$ cat config.mk
export PLATFORM = sky130hd
export DESIGN_NAME = clock_cache
export DESIGN_NICKNAME = d
export VERILOG_FILES = /design/src/rtl/clock_cache_pkg.sv /design/src/rtl/clock_cache_match.sv /design/src/rtl/clock_cache.sv
export SDC_FILE = /design/constraint.sdc
export NUM_CORES = 1
export LEC_CHECK = 0
export CORE_MARGIN = 3
export CORE_UTILIZATION = 40
export CTS_CLUSTER_DIAMETER = 40
export DETAILED_ROUTE_END_ITERATION = 10
export PLACE_DENSITY_LB_ADDON = 0.12
export SETUP_SLACK_MARGIN = 0.1
export SYNTH_ARGS = -nofsm -noshare
export SYNTH_HDL_FRONTEND = slang
export SYNTH_SLANG_ARGS = --single-unit
$ cat constraint.sdc
create_clock -name clock -period 3.1 [get_ports clock]
set_input_delay 0.775 -clock clock [delete_from_list [all_inputs] [get_ports clock]]
set_output_delay 0.775 -clock clock [all_outputs]
set_load 0.05 [all_outputs]
$ cat src/rtl/clock_cache_pkg.sv
// Shared types and helpers for the CLOCK-replacement line cache.
package clock_cache_pkg;

  localparam int CC_ADDR_WIDTH = 8;
  localparam int CC_LINE_WIDTH = 32;
  localparam int CC_WAYS       = 4;

  typedef enum logic [1:0] {
    IDLE   = 2'd0,
    LOOKUP = 2'd1,
    SWEEP  = 2'd2,
    RESP   = 2'd3
  } state_t;

  function automatic int hand_width(input int ways);
    return (ways > 1) ? $clog2(ways) : 1;
  endfunction

  typedef struct packed {
    logic                     valid;
    logic                     refb;
    logic [CC_ADDR_WIDTH-1:0] addr;
    logic [CC_LINE_WIDTH-1:0] data;
  } way_t;

endpackage

$ cat src/rtl/clock_cache_match.sv
// Combinational tag match and lowest-invalid-way search across all ways.
module clock_cache_match #(
  parameter int ADDR_WIDTH = 8,
  parameter int WAYS       = 4,
  parameter int IDX_W      = 2
) (
  input  logic [WAYS-1:0]                 i_valid,
  input  logic [WAYS-1:0][ADDR_WIDTH-1:0] i_addr,
  input  logic [ADDR_WIDTH-1:0]           i_key,
  output logic [WAYS-1:0]                 o_hit_vec,
  output logic [IDX_W-1:0]                o_hit_idx,
  output logic                            o_any_inv,
  output logic [IDX_W-1:0]                o_inv_idx
);

  always_comb begin
    o_hit_vec = '0;
    o_hit_idx = '0;
    o_any_inv = 1'b0;
    o_inv_idx = '0;
    for (int unsigned i = 0; i < WAYS; i++) begin
      if (i_valid[i] && (i_addr[i] == i_key)) begin
        o_hit_vec[i] = 1'b1;
        o_hit_idx    = IDX_W'(i);
      end
      if (!i_valid[i] && !o_any_inv) begin
        o_any_inv = 1'b1;
        o_inv_idx = IDX_W'(i);
      end
    end
  end

endmodule

$ cat src/rtl/clock_cache.sv
// Fully associative cache with CLOCK (second-chance) replacement.
// Optional saturating statistics counters under CLOCK_CACHE_STATS_EN.
module clock_cache
  import clock_cache_pkg::*;
#(
  parameter int ADDR_WIDTH = CC_ADDR_WIDTH,
  parameter int LINE_WIDTH = CC_LINE_WIDTH,
  parameter int WAYS       = CC_WAYS
) (
  input  logic                  clock,
  input  logic                  reset_n,
  input  logic                  req_valid,
  output logic                  req_ready,
  input  logic                  req_write,
  input  logic [ADDR_WIDTH-1:0] req_addr,
  input  logic [LINE_WIDTH-1:0] req_wdata,
  output logic                  resp_valid,
  output logic                  resp_hit,
  output logic [LINE_WIDTH-1:0] resp_rdata,
  output logic                  evict_valid,
  output logic [ADDR_WIDTH-1:0] evict_addr,
  output logic [LINE_WIDTH-1:0] evict_data
`ifdef CLOCK_CACHE_STATS_EN
  ,
  output logic [31:0]           stat_hits,
  output logic [31:0]           stat_misses,
  output logic [31:0]           stat_evictions
`endif
);

  localparam int HW = hand_width(WAYS);

  state_t r_state, w_next;

  logic [WAYS-1:0]                 r_valid, r_refb;
  logic [WAYS-1:0][ADDR_WIDTH-1:0] r_addr;
  logic [WAYS-1:0][LINE_WIDTH-1:0] r_data;
  logic [HW-1:0]                   r_hand;

  logic                  r_write;
  logic [ADDR_WIDTH-1:0] r_laddr;
  logic [LINE_WIDTH-1:0] r_wdata;

  logic                  r_resp_valid, r_resp_hit, r_evict_valid;
  logic [LINE_WIDTH-1:0] r_resp_rdata, r_evict_data;
  logic [ADDR_WIDTH-1:0] r_evict_addr;

  logic [WAYS-1:0] w_hit_vec;
  logic [HW-1:0]   w_hit_idx, w_inv_idx;
  logic            w_any_inv, w_hit;

  clock_cache_match #(
    .ADDR_WIDTH (ADDR_WIDTH),
    .WAYS       (WAYS),
    .IDX_W      (HW)
  ) u_match (
    .i_valid   (r_valid),
    .i_addr    (r_addr),
    .i_key     (r_laddr),
    .o_hit_vec (w_hit_vec),
    .o_hit_idx (w_hit_idx),
    .o_any_inv (w_any_inv),
    .o_inv_idx (w_inv_idx)
  );

  assign w_hit = |w_hit_vec;

  always_ff @(posedge clock or negedge reset_n) begin
    if (!reset_n) r_state <= IDLE;
    else          r_state <= w_next;
  end

  always_comb begin
    w_next = r_state;
    case (r_state)
      IDLE:    if (req_valid) w_next = LOOKUP;
      LOOKUP:  w_next = (w_hit || !r_write || w_any_inv) ? RESP : SWEEP;
      SWEEP:   if (!r_refb[r_hand]) w_next = RESP;
      RESP:    w_next = IDLE;
      default: w_next = IDLE;
    endcase
  end

  // Response fields default to zero every cycle, so they are high only in RESP.
  always_ff @(posedge clock or negedge reset_n) begin
    if (!reset_n) begin
      r_valid       <= '0;
      r_refb        <= '0;
      r_addr        <= '0;
      r_data        <= '0;
      r_hand        <= '0;
      r_write       <= 1'b0;
      r_laddr       <= '0;
      r_wdata       <= '0;
      r_resp_valid  <= 1'b0;
      r_resp_hit    <= 1'b0;
      r_resp_rdata  <= '0;
      r_evict_valid <= 1'b0;
      r_evict_addr  <= '0;
      r_evict_data  <= '0;
    end else begin
      r_resp_valid  <= 1'b0;
      r_resp_hit    <= 1'b0;
      r_resp_rdata  <= '0;
      r_evict_valid <= 1'b0;
      r_evict_addr  <= '0;
      r_evict_data  <= '0;
      case (r_state)
        IDLE: begin
          if (req_valid) begin
            r_write <= req_write;
            r_laddr <= req_addr;
            r_wdata <= req_wdata;
          end
        end
        LOOKUP: begin
          if (w_hit) begin
            r_refb[w_hit_idx] <= 1'b1;
            r_resp_hit        <= 1'b1;
            r_resp_valid      <= 1'b1;
            if (r_write) r_data[w_hit_idx] <= r_wdata;
            else         r_resp_rdata      <= r_data[w_hit_idx];
          end else if (!r_write) begin
            r_resp_valid <= 1'b1;
          end else if (w_any_inv) begin
            r_valid[w_inv_idx] <= 1'b1;
            r_refb[w_inv_idx]  <= 1'b1;
            r_addr[w_inv_idx]  <= r_laddr;
            r_data[w_inv_idx]  <= r_wdata;
            r_resp_valid       <= 1'b1;
          end
        end
        SWEEP: begin
          r_hand <= r_hand + 1'b1;
          if (r_refb[r_hand]) begin
            r_refb[r_hand] <= 1'b0;
          end else begin
            r_evict_valid  <= 1'b1;
            r_evict_addr   <= r_addr[r_hand];
            r_evict_data   <= r_data[r_hand];
            r_addr[r_hand] <= r_laddr;
            r_data[r_hand] <= r_wdata;
            r_refb[r_hand] <= 1'b1;
            r_resp_valid   <= 1'b1;
          end
        end
        default: ;
      endcase
    end
  end

  assign req_ready   = reset_n && (r_state == IDLE);
  assign resp_valid  = r_resp_valid;
  assign resp_hit    = r_resp_hit;
  assign resp_rdata  = r_resp_rdata;
  assign evict_valid = r_evict_valid;
  assign evict_addr  = r_evict_addr;
  assign evict_data  = r_evict_data;

`ifdef CLOCK_CACHE_STATS_EN
  logic [31:0] r_hits, r_misses, r_evicts;

  always_ff @(posedge clock or negedge reset_n) begin
    if (!reset_n) begin
      r_hits   <= '0;
      r_misses <= '0;
      r_evicts <= '0;
    end else if (r_state == RESP) begin
      if (r_resp_hit) begin
        if (r_hits != '1) r_hits <= r_hits + 1'b1;
      end else begin
        if (r_misses != '1) r_misses <= r_misses + 1'b1;
      end
      if (r_evict_valid && (r_evicts != '1)) r_evicts <= r_evicts + 1'b1;
    end
  end

  assign stat_hits      = r_hits;
  assign stat_misses    = r_misses;
  assign stat_evictions = r_evicts;
`endif

endmodule

==> results by group, run 1 <==
Status
  – Status: finished clean

Routing
  – DR pass1 iterations: 5
  – Initial DRC Count: 370
  – Post-DRT Antenna Nets: 0
  – Residual DRC count: 0
  – Wire per inst: between 15 and 20 um
  – Via count: ~8100
  – Detailed-route vias per instance: 5.21
  – Wirelength, routed: around 31000 um

Power and ir drop
  – Overall Power: roughly 18000 uW
  – Static leakage: about 0.0072 uW
  – Power per Cell Area: approximately 1100 nW/um^2
  – Max VDD drop: 0.000538 V

Synthesis
  – Mapped Nets: around 1000
  – Most used DFF post-synth: dfrtp_1
  – Yosys reg bits: around 290
  – Sequential fraction of the synthesis area: between 50% and 60%
  – Post-synth cell types: 46
  – Ys async rst share: 100%
  – Synth Cell Area: around 13000 um^2
  – Post-Syn Area per Cell: 13.9 um^2
  – Ys Warns: 0
  – Post-synthesis cell count: 944
  – Post-synth EDFFs: 0

Floorplanning
  – Core Region: 32000 um^2
  – Initial Util: roughly two fifths
  – Die H: between 150 and 200 um
  – Io pins: 120
  – Die ar.: 35000 um^2
  – FP Rows: between 60 and 70
  – Die X: 187 um

Critical path
  – CP required: 3.50 ns
  – CP arrival: about 3.2 ns
  – Crit Path Max Fanout: 13
  – Max incr delay on CP: between 0.5 and 0.6 ns
  – CP Cell Sequence: xnor2_1, nand4_1, or4_4, nand4_4, o21a_4, nor2b_4, buf_4, mux2_2
  – Setup Crit Path Kind: reg2reg
  – Crit-path slowest cell: or4_4
  – CP Capture Type: register
  – R2R depth: 8
  – Worst setup SP type: register

Global route
  – First-pass GRT wire length: 49800 um
  – Largest net degree at the start of global routing: ~120
  – GR Layer Usage met3: around 3.5%
  – Met2 usage: between 20% and 30%
  – Grt met1 use: approximately 25%
  – Gr usage total: around 18%
  – Gr busiest metal: met2
  – Initial antenna violation count: 0
  – Grt ovf: 0
  – Vias in the first global route: ~8600

Timing
  – Clock skew: 0.0308 ns
  – Final Hold Viols: 0
  – Max Freq: 362 MHz
  – Minimum clock period: between 2 and 3 ns
  – Worst slew margin: between 50% and 60%
  – Max-slew violation count: 0
  – Final critical-path setup slack: 0.335 ns
  – Final setup TNS: 0 ns
  – Final Setup Violations: 0
  – Worst Tran Pin Value: around 0.7 ns
  – Unrepaired setup endpoints after global routing: false
  – Final period utilization: 89.2%

CTS
  – Cts hold-fix bufs: 0
  – Num CTS Buffers: 45
  – Register clock-pin slew on the reported worst setup and hold paths: around 0.050 ns
  – Max Root-Sink Buffers: 3
  – Setup Fix Bufs, Post-CTS: 0
  – CTS H-tree depth: 2
  – CTS tree: done
  – Clk_lat worst skew: roughly 0.54 ns
  – Post-cts sizing count: 0
  – CTS sink cnt: around 290
  – Root Buffer: clkbuf_16

Cells and area
  – Final nets: approximately 1100
  – Finished Cell Area: 16300 um^2
  – Diodes inserted: 0
  – Share of layout cells above drive strength 1: a little under a third
  – Util after Layout: roughly half
  – Area Overhead vs Synth: 24.5%

Placed design
  – DP HPWL: between 15000 and 20000 um
  – GPL Wtd Cong: just under 0.8
  – Placed Area: between 10000 and 15000 um^2
  – # port buffers: 119
  – Worst slack, placed: 0.328 ns

Job
  – MaxCap Viol Count: 0

Min path
  – Min-delay worst type: in2async
==> sequential cells by signal, summed over array words and instances (netlist names), named ones only <==
register     flops
r_valid          4
resp_hit         1
r_hand           2
evict_addr       8
r_data         128
evict_valid      1
r_addr          32
resp_rdata      32
r_write          1
r_laddr          8
evict_data      32
r_wdata         32
resp_valid       1
r_state          2
==> worst max-delay path: cells and delay by family, from the launching register on <==
kind / cells / cell delay [ns]
and+or+nand+nor: 4 / 1.08
DFF: 1 / 0.54
muxes: 1 / 0.37
buffers and inverters: 1 / 0.29
xor gates and xnor gates: 1 / 0.18
AOI/OAI and AO/OA: 1 / 0.18
==> path summary, 6_finish.rpt <==
check / from / endpoint / slack, ns
setup / recovery: r_laddr[6]$_DFFE_PN0P_ / r_data[96]$_DFFE_PN0P_ / 0.33
hold / removal: reset_n / r_valid[3]$_DFFE_PN0P_ / 0.33
setup reg to reg: r_laddr[6]$_DFFE_PN0P_ / r_data[96]$_DFFE_PN0P_ / 0.33
hold reg to reg: r_data[39]$_DFFE_PN0P_ / r_data[39]$_DFFE_PN0P_ / 0.52
max in group asynchronous: reset_n / r_addr[5]$_DFFE_PN0P_ / 1.67
min in group clock: r_data[39]$_DFFE_PN0P_ / r_data[39]$_DFFE_PN0P_ / 0.52
==> Yosys cell counts (all sizes together), types with 9 or more instances <==
master	number	share of area, %
dfrtp	288	55
clkbuf	26	0.74
nor2b	43	2.1
nor2	69	2.0
mux4	41	7.0
a21oi	41	1.6
inv	12	0.34
xnor2	24	1.6
xor2	9	0.60
o21ai	9	0.34
mux2	201	18
a211oi	32	1.8
nand3	10	0.38
nand2	22	0.72
mux2i	32	2.4
buf	36	1.9
==> where the power goes <==
group | switching (uW) | internal [uW] | total, uW
clock | 1810 | 3090 | 4910
combinational | 2680 | 3540 | 6210
sequential | 1350 | 5240 | 6590
total | 5840 | 11900 | 17700
==> metal layers <==
metal	vias up	part of all wire (%)	routed length, um
li1	3654	-	-
met1	4178	46	14100
met2	182	47	14400
met3	48	4.8	1470
met4	0	1.8	561
met5	-	0	0
==> stage by stage <==
step	hold slack, ns	instances
global placement	0.492	1465
floorplan	0.475	944
CTS	0.359	1546
finish	0.334	1546
detailed placement	0.504	1465
global route	0.393	1546
==> cell type report <==
cell class | instances | area, um^2
repair buffers | 148 | 1500
clock inverters | 29 | 303
well taps | 435 | 544
clock buffers | 52 | 1180
flip-flops and latches | 288 | 7210
fillers | 2779 | 15600
multi-input cells | 582 | 5550
inverters | 12 | 45.0
==> cell families after synthesis <==
| kind of cell | after synthesis | share of synthesized area, % |
|---|---|---|
| flip-flops | 288 | 54.9 |
| multiplexers | 274 | 27.6 |
| AND/OR/NAND/NOR | 170 | 6.59 |
| AO/OA/AOI/OAI | 97 | 4.88 |
| buffers and inverters | 74 | 3.02 |
| XOR/XNOR | 33 | 2.20 |
| adder cells (fa/ha/maj) | 8 | 0.763 |
==> layout by cell type (no fill, tap or decap), drive strengths merged, types with 10 or more instances in the layout <==
cell type	count
nor2	69
nand3	10
clkbuf	52
a211oi	32
clkinv	14
mux4	41
nor2b	43
nand2	22
xnor2	24
buf	31
mux2	201
mux2i	32
dfrtp	288
a21oi	41
inv	18
clkdlybuf4s50	117
(Power assumes the default switching activity.)
==> run 2: changes to the inputs <==
GPL_ROUTABILITY_DRIVEN = 0   (was unset)
==> results of run 2 <==
Final layout, timing and power as in run 1 (identical DEF).
